File: src/rtl/pet_bus_pkg.sv
// Shared types and default PET memory map for the CPU bus controller.
package pet_bus_pkg;

    typedef enum logic [1:0] {
        ARM   = 2'd0,
        COUNT = 2'd1,
        GO    = 2'd2
    } bus_state_t;

    localparam int         WAIT_W   = 3;
    localparam logic [7:0] PET_FILL = 8'h55;

    // Region order: 0 RAM, 1 VRAM, 2 IO, 3 ROM
    localparam logic [63:0] PET_BASE = {16'hC000, 16'hE800, 16'h8000, 16'h0000};
    localparam logic [63:0] PET_MASK = {16'hC000, 16'hF800, 16'hF800, 16'hC000};
    localparam logic [11:0] PET_WAIT = {3'd0, 3'd1, 3'd0, 3'd0};
    localparam logic [3:0]  PET_WR   = 4'b0111;

endpackage

File: src/rtl/pet_bus_decode.sv
// Priority address matcher: addr -> one-hot sel, region index and hit.
// Purely combinational; the lowest matching region index wins.
module pet_bus_decode
    import pet_bus_pkg::*;
#(
    parameter int                   NREG     = 4,
    parameter int                   AW       = 16,
    parameter logic [NREG*AW-1:0]   REG_BASE = PET_BASE,
    parameter logic [NREG*AW-1:0]   REG_MASK = PET_MASK
) (
    input  logic [AW-1:0]   addr,
    output logic [NREG-1:0] sel,
    output logic [3:0]      idx,
    output logic            hit
);

    always_comb begin
        idx = 4'd0;
        hit = 1'b0;
        // Descending scan so the lowest matching index is the last writer.
        for (int i = NREG - 1; i >= 0; i--) begin
            if ((addr & REG_MASK[i*AW +: AW]) == REG_BASE[i*AW +: AW]) begin
                idx = 4'(i);
                hit = 1'b1;
            end
        end
    end

    always_comb begin
        sel = '0;
        for (int i = 0; i < NREG; i++) begin
            sel[i] = hit && (idx == 4'(i));
        end
    end

endmodule

File: src/rtl/pet_bus_ctrl.sv
// CPU bus controller: region decode, per-region wait states, 1 MHz pacing, read mux, strobes.
// Latency: zero-wait regions complete combinationally under clk_speed; paced access rdy at ce_1m+2+W.
// Backpressure: clk_stop freezes the wait counter; optional write-protect fault via PET_BUS_WP_FAULT_EN.
module pet_bus_ctrl
    import pet_bus_pkg::*;
#(
    parameter int                       NREG     = 4,
    parameter int                       AW       = 16,
    parameter int                       DW       = 8,
    parameter logic [DW-1:0]            FILL     = PET_FILL,
    parameter logic [NREG*AW-1:0]       REG_BASE = PET_BASE,
    parameter logic [NREG*AW-1:0]       REG_MASK = PET_MASK,
    parameter logic [NREG*WAIT_W-1:0]   REG_WAIT = PET_WAIT,
    parameter logic [NREG-1:0]          REG_WR   = PET_WR
) (
    input  logic                clk,
    input  logic                reset,
    input  logic                ce_1m,
    input  logic                clk_speed,
    input  logic                clk_stop,
    input  logic [AW-1:0]       addr,
    input  logic                we,
    input  logic [NREG*DW-1:0]  rd_data,
    output logic [DW-1:0]       data_out,
    output logic                rdy,
    output logic [NREG-1:0]     sel,
    output logic [NREG-1:0]     wr_en,
    output logic [NREG-1:0]     rd_stb,
    input  logic                wp_clr,
    output logic                wp_fault,
    output logic [AW-1:0]       wp_addr
);

    logic [3:0]         idx;
    logic               hit;
    logic [WAIT_W-1:0]  w_live;
    logic [DW-1:0]      dat;
    logic               tick_r;
    bus_state_t         state;
    logic [WAIT_W-1:0]  cnt;

    pet_bus_decode #(
        .NREG     (NREG),
        .AW       (AW),
        .REG_BASE (REG_BASE),
        .REG_MASK (REG_MASK)
    ) u_decode (
        .addr (addr),
        .sel  (sel),
        .idx  (idx),
        .hit  (hit)
    );

    always_comb begin
        w_live = '0;
        dat    = FILL;
        for (int i = 0; i < NREG; i++) begin
            if (hit && (idx == 4'(i))) begin
                w_live = REG_WAIT[i*WAIT_W +: WAIT_W];
                dat    = rd_data[i*DW +: DW];
            end
        end
    end

    assign data_out = dat;

    always_ff @(posedge clk) begin
        if (reset) begin
            tick_r <= 1'b0;
            state  <= ARM;
            cnt    <= '0;
        end else begin
            tick_r <= (clk_speed | ce_1m) & ~clk_stop;
            case (state)
                ARM: begin
                    // The wait count is captured here, so later addr changes cannot alter it.
                    if (tick_r) begin
                        if (w_live == '0) begin
                            state <= GO;
                        end else begin
                            cnt   <= w_live;
                            state <= COUNT;
                        end
                    end
                end
                COUNT: begin
                    if (!clk_stop) begin
                        cnt <= cnt - WAIT_W'(1);
                        if (cnt == WAIT_W'(1)) begin
                            state <= GO;
                        end
                    end
                end
                GO:      state <= ARM;
                default: state <= ARM;
            endcase
        end
    end

    assign rdy = ~reset & ((state == GO) |
                 (clk_speed & ~clk_stop & (state == ARM) & (w_live == '0)));

    assign wr_en  = {NREG{we & rdy}} & sel & REG_WR;
    assign rd_stb = {NREG{~we & rdy}} & sel;

`ifdef PET_BUS_WP_FAULT_EN
    logic wp_hit;
    assign wp_hit = we & rdy & (|(sel & ~REG_WR));

    always_ff @(posedge clk) begin
        if (reset) begin
            wp_fault <= 1'b0;
            wp_addr  <= '0;
        end else if (wp_hit) begin
            // A fault coinciding with wp_clr starts a fresh record.
            wp_fault <= 1'b1;
            if (!wp_fault || wp_clr) begin
                wp_addr <= addr;
            end
        end else if (wp_clr) begin
            wp_fault <= 1'b0;
            wp_addr  <= '0;
        end
    end
`else
    logic wp_clr_unused;
    assign wp_clr_unused = wp_clr;
    assign wp_fault      = 1'b0;
    assign wp_addr       = '0;
`endif

endmodule

File: config.mk
export PLATFORM = sky130hd
export DESIGN_NAME = pet_bus_ctrl
export DESIGN_NICKNAME = d
export VERILOG_FILES = /design/src/rtl/pet_bus_pkg.sv /design/src/rtl/pet_bus_decode.sv /design/src/rtl/pet_bus_ctrl.sv
export SDC_FILE = /design/constraint.sdc
export NUM_CORES = 1
export LEC_CHECK = 0
export CAP_MARGIN = 0
export CORE_UTILIZATION = 27
export CTS_BUF_LIST = sky130_fd_sc_hd__clkbuf_8
export DETAILED_ROUTE_END_ITERATION = 10
export HOLD_SLACK_MARGIN = 0.08
export PLACE_DENSITY_LB_ADDON = 0.12
export SYNTH_ARGS = -nofsm -noshare
export SYNTH_HDL_FRONTEND = slang
export SYNTH_SLANG_ARGS = --single-unit
File: constraint.sdc
create_clock -name clk -period 1.24 [get_ports clk]
set_input_delay 0.248 -clock clk [delete_from_list [all_inputs] [get_ports clk]]
set_output_delay 0.248 -clock clk [all_outputs]
set_load 0.03 [all_outputs]
# Yosys cells after proc, flatten, opt, wreduce, memory -nomap -nowiden
# Index checks and enable logic that the tools add are counted.
dict set report classes {
  addsub 1
  eq_ne 13
  mux 23
  bitwise_logic 14
  reduce_logical 11
}
# operator n
set ops {}
lappend ops {{$mux W8} 4}
lappend ops {{$logic_not A16 Y1} 1}
lappend ops {{$mux W4} 3}
lappend ops {{$eq A5 B5 Y1 const B} 2}
lappend ops {{$mux W2} 5}
lappend ops {{$mux W3} 3}
lappend ops {{$eq A4 B2 Y1 const B} 2}
lappend ops {{$ne A2 B2 Y1 const B} 4}
lappend ops {{$and A1 B1 Y1} 7}
lappend ops {{$mux W1} 6}
lappend ops {{$pmux W3 S2} 1}
lappend ops {{$and A4 B4 Y4} 1}
lappend ops {{$eq A2 B2 Y1 const B} 2}
lappend ops {{$eq A4 B1 Y1 const B} 1}
lappend ops {{$logic_and A1 B1 Y1} 4}
lappend ops {{$logic_not A4 Y1} 1}
lappend ops {{$pmux W2 S2} 1}
lappend ops {{$reduce_and A4 Y1} 1}
lappend ops {{$and A3 B3 Y3} 1}
lappend ops {{$eq A3 B1 Y1 const B} 1}
lappend ops {{$logic_not A3 Y1} 1}
lappend ops {{$not A1 Y1} 3}
lappend ops {{$reduce_and A3 Y1} 1}
lappend ops {{$sub A3 B1 Y3 const B} 1}
lappend ops {{4 further kinds} 5}
dict set report totals {
  register_bits 6
  in_bits 55
  output_inout_bits 38
  elab_cells 65
}

# Logic depth before layout (Yosys ltp)
# Gate-level depths: netlist of the first run.
dict set report logic_depth {
  word_depth 15
  mapped_depth 5
  ltp_nobuf 5
}

# Modules after synthesis
# Synthesis of the first run repeated with hierarchy kept, for this count alone.
dict set report hier_totals {
  hier_cells 132
  area_unflattened_um2 962.2
}
# mod instances cells_each area_each_um2 seq_area_each_um2
set modules_own_cells {}
lappend modules_own_cells {pet_bus_ctrl 1 115 845.8 120.1}
lappend modules_own_cells {pet_bus_decode 1 17 116.4 0.0}

# Least setup slack after synthesis of the first run
# Ideal clock, no wire load.
dict set report synth_path {
  path_type {input to output}
  startpoint {input addr[15]}
  endpoint {output data_out[1]}
  t_arrival_ns 1.791
  required_ns 0.992
  slack_ns -0.799
  path_stages 4
  n_path_buf 0
  path_cell_list {or2_2 > inv_1 > a21oi_1 > a211oi_1}
}
dict set report synth_between {
  elab_chain_len 11
  elab_cells_between_ends 24
  cone_classes {6 x eq/ne; 12 x mux; 6 x reduce/logical}
}
# item line_no
set synth_lines {}
lappend synth_lines {{start, declared} pet_bus_ctrl.sv:21} ;# input logic [AW-1:0] addr,
lappend synth_lines {{$eq A2 B2 Y1} pet_bus_decode.sv:22} ;# if ((addr & REG_MASK[i*AW +: AW]) == REG_BASE[i*AW +: AW]) begin
lappend synth_lines {{$mux W2} pet_bus_decode.sv:22}
lappend synth_lines {{$mux W4 (3 in a row)} pet_bus_decode.sv:22}
lappend synth_lines {{$logic_not A4 Y1} n/a}
lappend synth_lines {{$logic_and A1 B1 Y1 (*)} n/a}
lappend synth_lines {{named net sel[0]} pet_bus_ctrl.sv:26} ;# output logic [NREG-1:0] sel,
lappend synth_lines {{$mux W8 (*) (4 in a row)} pet_bus_ctrl.sv:58} ;# if (hit && (idx == 4'(i))) begin
lappend synth_lines {{end, declared} pet_bus_ctrl.sv:24} ;# output logic [DW-1:0] data_out,
# The timed path passes the listed nets; every way through them passes the cells marked *.

# Worst setup path after layout of the first run
dict set report layout_path {
  startpoint {input addr[13]}
  endpoint {output data_out[1]}
}
dict set report layout_between {
  elab_chain_len 10
  elab_cells_between_ends 20
  cone_classes {5 x eq/ne; 10 x mux; 5 x reduce/logical}
}
# item line_no
set layout_lines {}
lappend layout_lines {{$eq A5 B5 Y1} pet_bus_decode.sv:22}
lappend layout_lines {{$mux W4 (3 in a row)} pet_bus_decode.sv:22}
lappend layout_lines {{$logic_not A4 Y1} pet_bus_ctrl.sv:58}
lappend layout_lines {{$logic_and A1 B1 Y1} pet_bus_ctrl.sv:58}
lappend layout_lines {{$mux W8 (3 in a row)} pet_bus_ctrl.sv:58}
lappend layout_lines {{$mux W8 (*)} pet_bus_ctrl.sv:58}
# Every way passes the cells marked *; elsewhere a longest branch is shown, timed or not.

==> impl_metrics.json, run 1 <==
{
  "status": "complete, but fails checks",
  "violations": "negative setup slack",
  "whs_ps": 388,
  "drcViolationCount": 0,
  "reg2regPathDepth": 4,
  "clockBufferDepth": 2,
  "end_kind": "primary output",
  "ys_seq_area_share_pct": 13.4,
  "grt_pass1_wl_mm": 6.01,
  "firstDrtPassIters": 4,
  "path_class": "in2out",
  "critical_path.most_common_cell": "buf_6",
  "finalMaxSlewViolations": 0,
  "crit_arrival_ps": 1460,
  "synth_area_sq_um": 895,
  "pwr-share-seq_pct": 17.1,
  "drive_gt1_share_pct": 54.5,
  "r2r_slack_ps": -70,
  "cpPeakStageDelay_ps": 280,
  "synth-edff-count": 0,
  "placement.io_buffers": 62,
  "cp_slowest_cell": "nor4b_4",
  "die_h_microns": 59.6,
  "syn-mean-instance-area_sq_um": 7.21,
  "final_core_util_pct": 73.7,
  "num_rows": 20,
  "internal-power_uw": 735,
  "start_util_pct": 28.8,
  "worstHoldPathCells": 3,
  "hold_path_end": "cnt[2]$_SDFFE_PP0P_",
  "n_antenna_cell": 0,
  "grt_overflow": 0,
  "cp_num_cells": 7,
  "crit_chain": "buf_6 -> buf_6 -> nor4b_4 -> buf_6 -> nand3_2 -> a211oi_4 -> buf_6",
  "area_growth_pct": 156,
  "powerDensity_mw_per_mm2": 516,
  "drt-initial-drc-count": 41,
  "clkLatencyLatePin_ps": 230,
  "critPathMaxFanout": 5,
  "vias": 1338,
  "io_pins": 93,
  "worstPathRequired_ps": 990,
  "ys_seq_elements": 6,
  "design_area_sq_mm": 0.00229,
  "switching_share_pct": 37.7,
  "hpwl_mm": 2.85,
  "ys_warn_count": 0,
  "ys.flop_type": "dfxtp_1",
  "cts_tree": "built",
  "async_reset_ff_share_pct": 0,
  "avgRoutedWirePerCell_microns": 14.7,
  "first_global_vias": 1338,
  "switchingPower_uw": 445,
  "h-tree-depth": 1,
  "ant_nets": 0,
  "clk_pin_slew_ps": 40,
  "setup_viol": 22,
  "timing.rr.end": "cnt[1]$_SDFFE_PP0P_",
  "via_per_inst": 4.87,
  "grt_max_degree": 15,
  "netlist_instances": 124,
  "power.share.clock_pct": 25.9,
  "hp-class": "in2reg",
  "crit_path_start_kind": "primary input",
  "grt_util_all_layers_pct": 22.7,
  "final_cell_mix": "buf_4, buf_6, clkdlybuf4s50_1, conb_1, nor3_1",
  "nNetsFinal": 290,
  "fin_worst_skew_ps": 0.208,
  "final_common_cell": "buf_4",
  "die_area_sq_mm": 0.00355,
  "crit_buf_inv": 4,
  "place_ws_ps": -1180,
  "antenna_found_initial": 0,
  "gp_congestion": 0.758,
  "die_w_microns": 59.6,
  "fin_crit_sh_pct": 138,
  "final_hold_viol_count": 0,
  "period_needed_ps": 1710,
  "grt_setup_unrepaired": "yes",
  "core_area_sq_mm": 0.00310,
  "wl_mm": 4.05,
  "r2r-start": "state[0]$_SDFFE_PP0P_",
  "cts_made_buffers": 3,
  "min-delay-start": "reset",
  "cp_top_family": "buffers and inverters",
  "maxCapViolations": 0,
  "tns_ps": -8180,
  "ir_drop_v": 0.000276,
  "numClockSinks": 6,
  "timing.fmax_ghz": 0.585,
  "pwr-share-comb_pct": 57.0,
  "root_buffer": "clkbuf_8",
  "placed_area_sq_mm": 0.00193,
  "setup_ws_ps": -469,
  "yosysUniqueCellTypes": 35,
  "power_leakage_nw": 0.908
}
## through the flow
step	cells	power [mW]
floorplan	141	0.557
global placement	261	0.788
detailed placement	261	0.794
CTS	272	1.16
global route	275	1.24
finish	275	1.18
## power groups by stage
stage                     Combinational [mW]  Clock (mW)  Sequential (mW)
after floorplan                        0.354           0            0.202
after global placement                 0.585           0            0.203
after detailed placement               0.591           0            0.203
after CTS                              0.646       0.313            0.201
after global routing                   0.706       0.334            0.201
final                                  0.673       0.306            0.201
## metal layers
| metal | wire length, microns | vias to the layer above | global-route usage (%) |
|---|---|---|---|
| li1 | - | 629 | - |
| met1 | 1590 | 633 | 25.1 |
| met2 | 2120 | 63 | 42.1 |
| met3 | 229 | 13 | 3.71 |
| met4 | 102 | 0 | 9.97 |
| met5 | 0 | - | 0 |
## cell type report
type | instances | area [sq um]
clock buffer | 3 | 41.3
fill | 231 | 816
inverter | 6 | 26.3
multi-input combinational | 104 | 963
sequential | 6 | 123
tap | 44 | 55.1
timing repair buffer | 112 | 1080
## cells in the mapped netlist, types with 3 or more instances
cell type  number  share of area, %
buf_4          20                17
nor3_1         19                11
a211oi_1        6               5.0
a21oi_1         6               3.4
dfxtp_1         6                13
inv_1           6               2.5
nand2_1         6               2.5
nand3_1         6               3.4
nor2_1          6               2.5
a31oi_1         3               2.1
buf_2           3               1.7
nor3b_1         3               2.5
o32ai_2         3               5.5
## worst max path at each step
stage	startpoint	end	slack, ps
2_1_floorplan	reset	rd_stb[1]	-240
4_1_cts	addr[14]	data_out[0]	-510
5_1_grt	addr[14]	rd_stb[0]	-510
3_3_place_gp	addr[12]	data_out[4]	-1160
6_report	addr[13]	data_out[1]	-470
3_5_place_dp	addr[12]	data_out[2]	-1180
## tightest hold or removal path, stage by stage
cell and delay (ps):
clkbuf_2 150, buf_4 140, a31oi_1 40
## flip-flops by register name (all words and copies together) (netlist names)
signal / count
tick_r: 1
state: 2
cnt: 3
## cells by family (layout without fill, tap and decap cells)
logic type                 after synthesis  count (layout)  share of synthesized area, %
adders and majority gates                2               2                          2.80
and+or+nand+nor                         56              56                          36.8
buffers and inverters                   31             121                          21.8
DFF                                      6               6                          13.4
AOI/OAI and AO/OA                       28              28                          24.8
other                                    1              18                         0.419
## repair_timing
| item | in CTS | in global routing |
|---|---|---|
| setup endpoints to repair | 25 | 24 |
| setup buffers | 9 | 4 |
| gates resized for setup | 83 | 17 |
| pin swaps | 22 | 13 |
| hold buffers | 0 | 0 |
Note: power is estimated with default switching activity, not from simulation.
==> inputs of run 2 (changes only) <==
--- a/config.mk
+++ b/config.mk
@@ -8,6 +8,7 @@
 export CAP_MARGIN = 0
 export CORE_UTILIZATION = 27
 export CTS_BUF_LIST = sky130_fd_sc_hd__clkbuf_8
+export CTS_CLUSTER_SIZE = 24
 export DETAILED_ROUTE_END_ITERATION = 10
 export HOLD_SLACK_MARGIN = 0.08
 export PLACE_DENSITY_LB_ADDON = 0.12
==> results of run 2 <==
The final DEF is identical to that of run 1; final timing and power are the same.
==> inputs of run 3 (changes only) <==
==> constraint.sdc (replaced) <==
create_clock -name clk -period 1.5 [get_ports clk]
set_input_delay 0.3 -clock clk [delete_from_list [all_inputs] [get_ports clk]]
set_output_delay 0.3 -clock clk [all_outputs]
set_load 0.03 [all_outputs]
==> impl_metrics.json, run 3 (same netlist as run 1, synthesis figures left out) <==
{
  "timing.fmax_ghz": 0.541,
  "die_h_microns": 59.6,
  "crit_buf_inv": 3,
  "grt_util_all_layers_pct": 22.0,
  "die_area_sq_mm": 0.00355,
  "cts_made_buffers": 3,
  "vias": 1287,
  "cp_slowest_cell": "or4b_4",
  "power_leakage_nw": 0.921,
  "via_per_inst": 4.65,
  "grt_overflow": 0,
  "crit_arrival_ps": 1550,
  "wl_mm": 3.77,
  "min-delay-start": "cnt[1]$_SDFFE_PP0P_",
  "avgRoutedWirePerCell_microns": 13.6,
  "critPathMaxFanout": 3,
  "cts_hold_buf": 0,
  "setup_ws_ps": -349,
  "path_class": "in2out",
  "fin_worst_skew_ps": 1.81,
  "drt-initial-drc-count": 41,
  "top_regs": "cnt (3), state (2), tick_r (1)",
  "grt_max_degree": 9,
  "h-tree-depth": 1,
  "numClockSinks": 6,
  "grt_pass1_wl_mm": 5.87,
  "nNetsFinal": 292,
  "regMostFlops": "cnt",
  "regArea_sq_um": 121,
  "end_kind": "primary output",
  "multiInputGateArea_sq_um": 977,
  "cp_top_family": "simple AND/OR/NAND/NOR gates",
  "r2r_slack_ps": 210,
  "clockBufferDepth": 2,
  "firstDrtPassIters": 4,
  "io_pins": 93,
  "crit_path_start_kind": "primary input",
  "hpwl_mm": 2.87,
  "status": "complete, but fails checks",
  "drive_gt1_share_pct": 53.6,
  "largest_register_ffs": 3,
  "crit_chain": "buf_6 -> or4b_4 -> buf_12 -> o32ai_4 -> nor3_2 -> buf_4",
  "final_hold_viol_count": 0,
  "power_uw": 992,
  "hp-class": "reg2reg",
  "final.fill_count": 225,
  "violations": "negative setup slack",
  "period_needed_ps": 1850,
  "core_area_sq_mm": 0.00310,
  "clkLatencyLatePin_ps": 230,
  "clk_pin_slew_ps": 40,
  "grt_setup_unrepaired": "yes",
  "powerDensity_mw_per_mm2": 424,
  "worstPathRequired_ps": 1200,
  "finalMaxSlewViolations": 0,
  "crit_start": "addr[12]",
  "placement.io_buffers": 62,
  "die_w_microns": 59.6,
  "fin_crit_sh_pct": 123,
  "area_growth_pct": 161,
  "r2r-start": "cnt[0]$_SDFFE_PP0P_",
  "n_antenna_cell": 0,
  "ant_nets": 0,
  "first_global_vias": 1323,
  "cpPeakStageDelay_ps": 560,
  "setup_viol": 20,
  "final_common_cell": "buf_6",
  "maxCapViolations": 0,
  "root_buffer": "clkbuf_8",
  "cts_tree": "built",
  "start_util_pct": 28.8,
  "antenna_found_initial": 0,
  "final_core_util_pct": 75.3,
  "num_rows": 20,
  "final_cell_mix": "buf_6, clkdlybuf4s50_1, buf_4, conb_1, nor3_1",
  "gp_congestion": 0.791,
  "ir_drop_v": 0.000178,
  "drcViolationCount": 0
}
[run 3: cell count changes in the layout (fill, tap and decap cells not counted), moves of 2 or more]
cell      change
buf_2         -2
buf_6         +7
a21oi_2       -2
o311ai_4      -2
a21oi_4       +2
o32ai_2       -3
o32ai_4       +3
[run 3: layout make-up]
class                   count  area share, %
clock buffers               3           1.77
inverters                   6           1.34
flip-flops and latches      6           5.19
repair buffers            114           47.5
multi-input cells         104           41.8
well taps                  44           2.36
[run 3: routing by layer]
layer	vias to the layer above	part of all wire (%)	GRT usage (%)
met3	3	4.2	3.06
met1	604	37	23.2
li1	635	-	-
met2	45	58	44.3
met5	-	0	0
met4	0	0.95	5.98
[run 3: timing repair]
action / in CTS / in global routing
setup endpoints to repair: 24 / 21
pin swaps: 21 / 16
gates resized for setup: 108 / 16
setup buffers: 10 / 3
[run 3: report_power, final]
group | leakage [nW] | total, mW | switching, mW | internal (mW)
combinational | 0.850 | 0.575 | 0.289 | 0.286
clock | 0.0216 | 0.252 | 0.0785 | 0.173
sequential | 0.0492 | 0.166 | 0.00216 | 0.164
[run 3: stage by stage]
step,worst slack [ps],cell area [sq um],hold WS (ps),TNS [ps],cells
floorplan,-85.7,1190,379,-512,141
global placement,-1010,1910,475,-16040,261
global route,-384,2340,531,-5820,277
detailed placement,-1040,1910,488,-16730,261
finish,-349,2340,496,-5030,277
CTS,-390,2250,494,-5060,274
[run 3: worst paths after layout]
check | to | depth (start not counted)
setup reg to reg | cnt[1]$_SDFFE_PP0P_ | 4
hold reg to reg | cnt[1]$_SDFFE_PP0P_ | 2
setup / recovery | data_out[4] | 6
hold / removal | cnt[1]$_SDFFE_PP0P_ | 2
[run 3: worst min-delay path, stage by stage (launching register included)]
cell and delay, ps:
dfxtp_1 320, nand2_1 70, a31oi_1 60
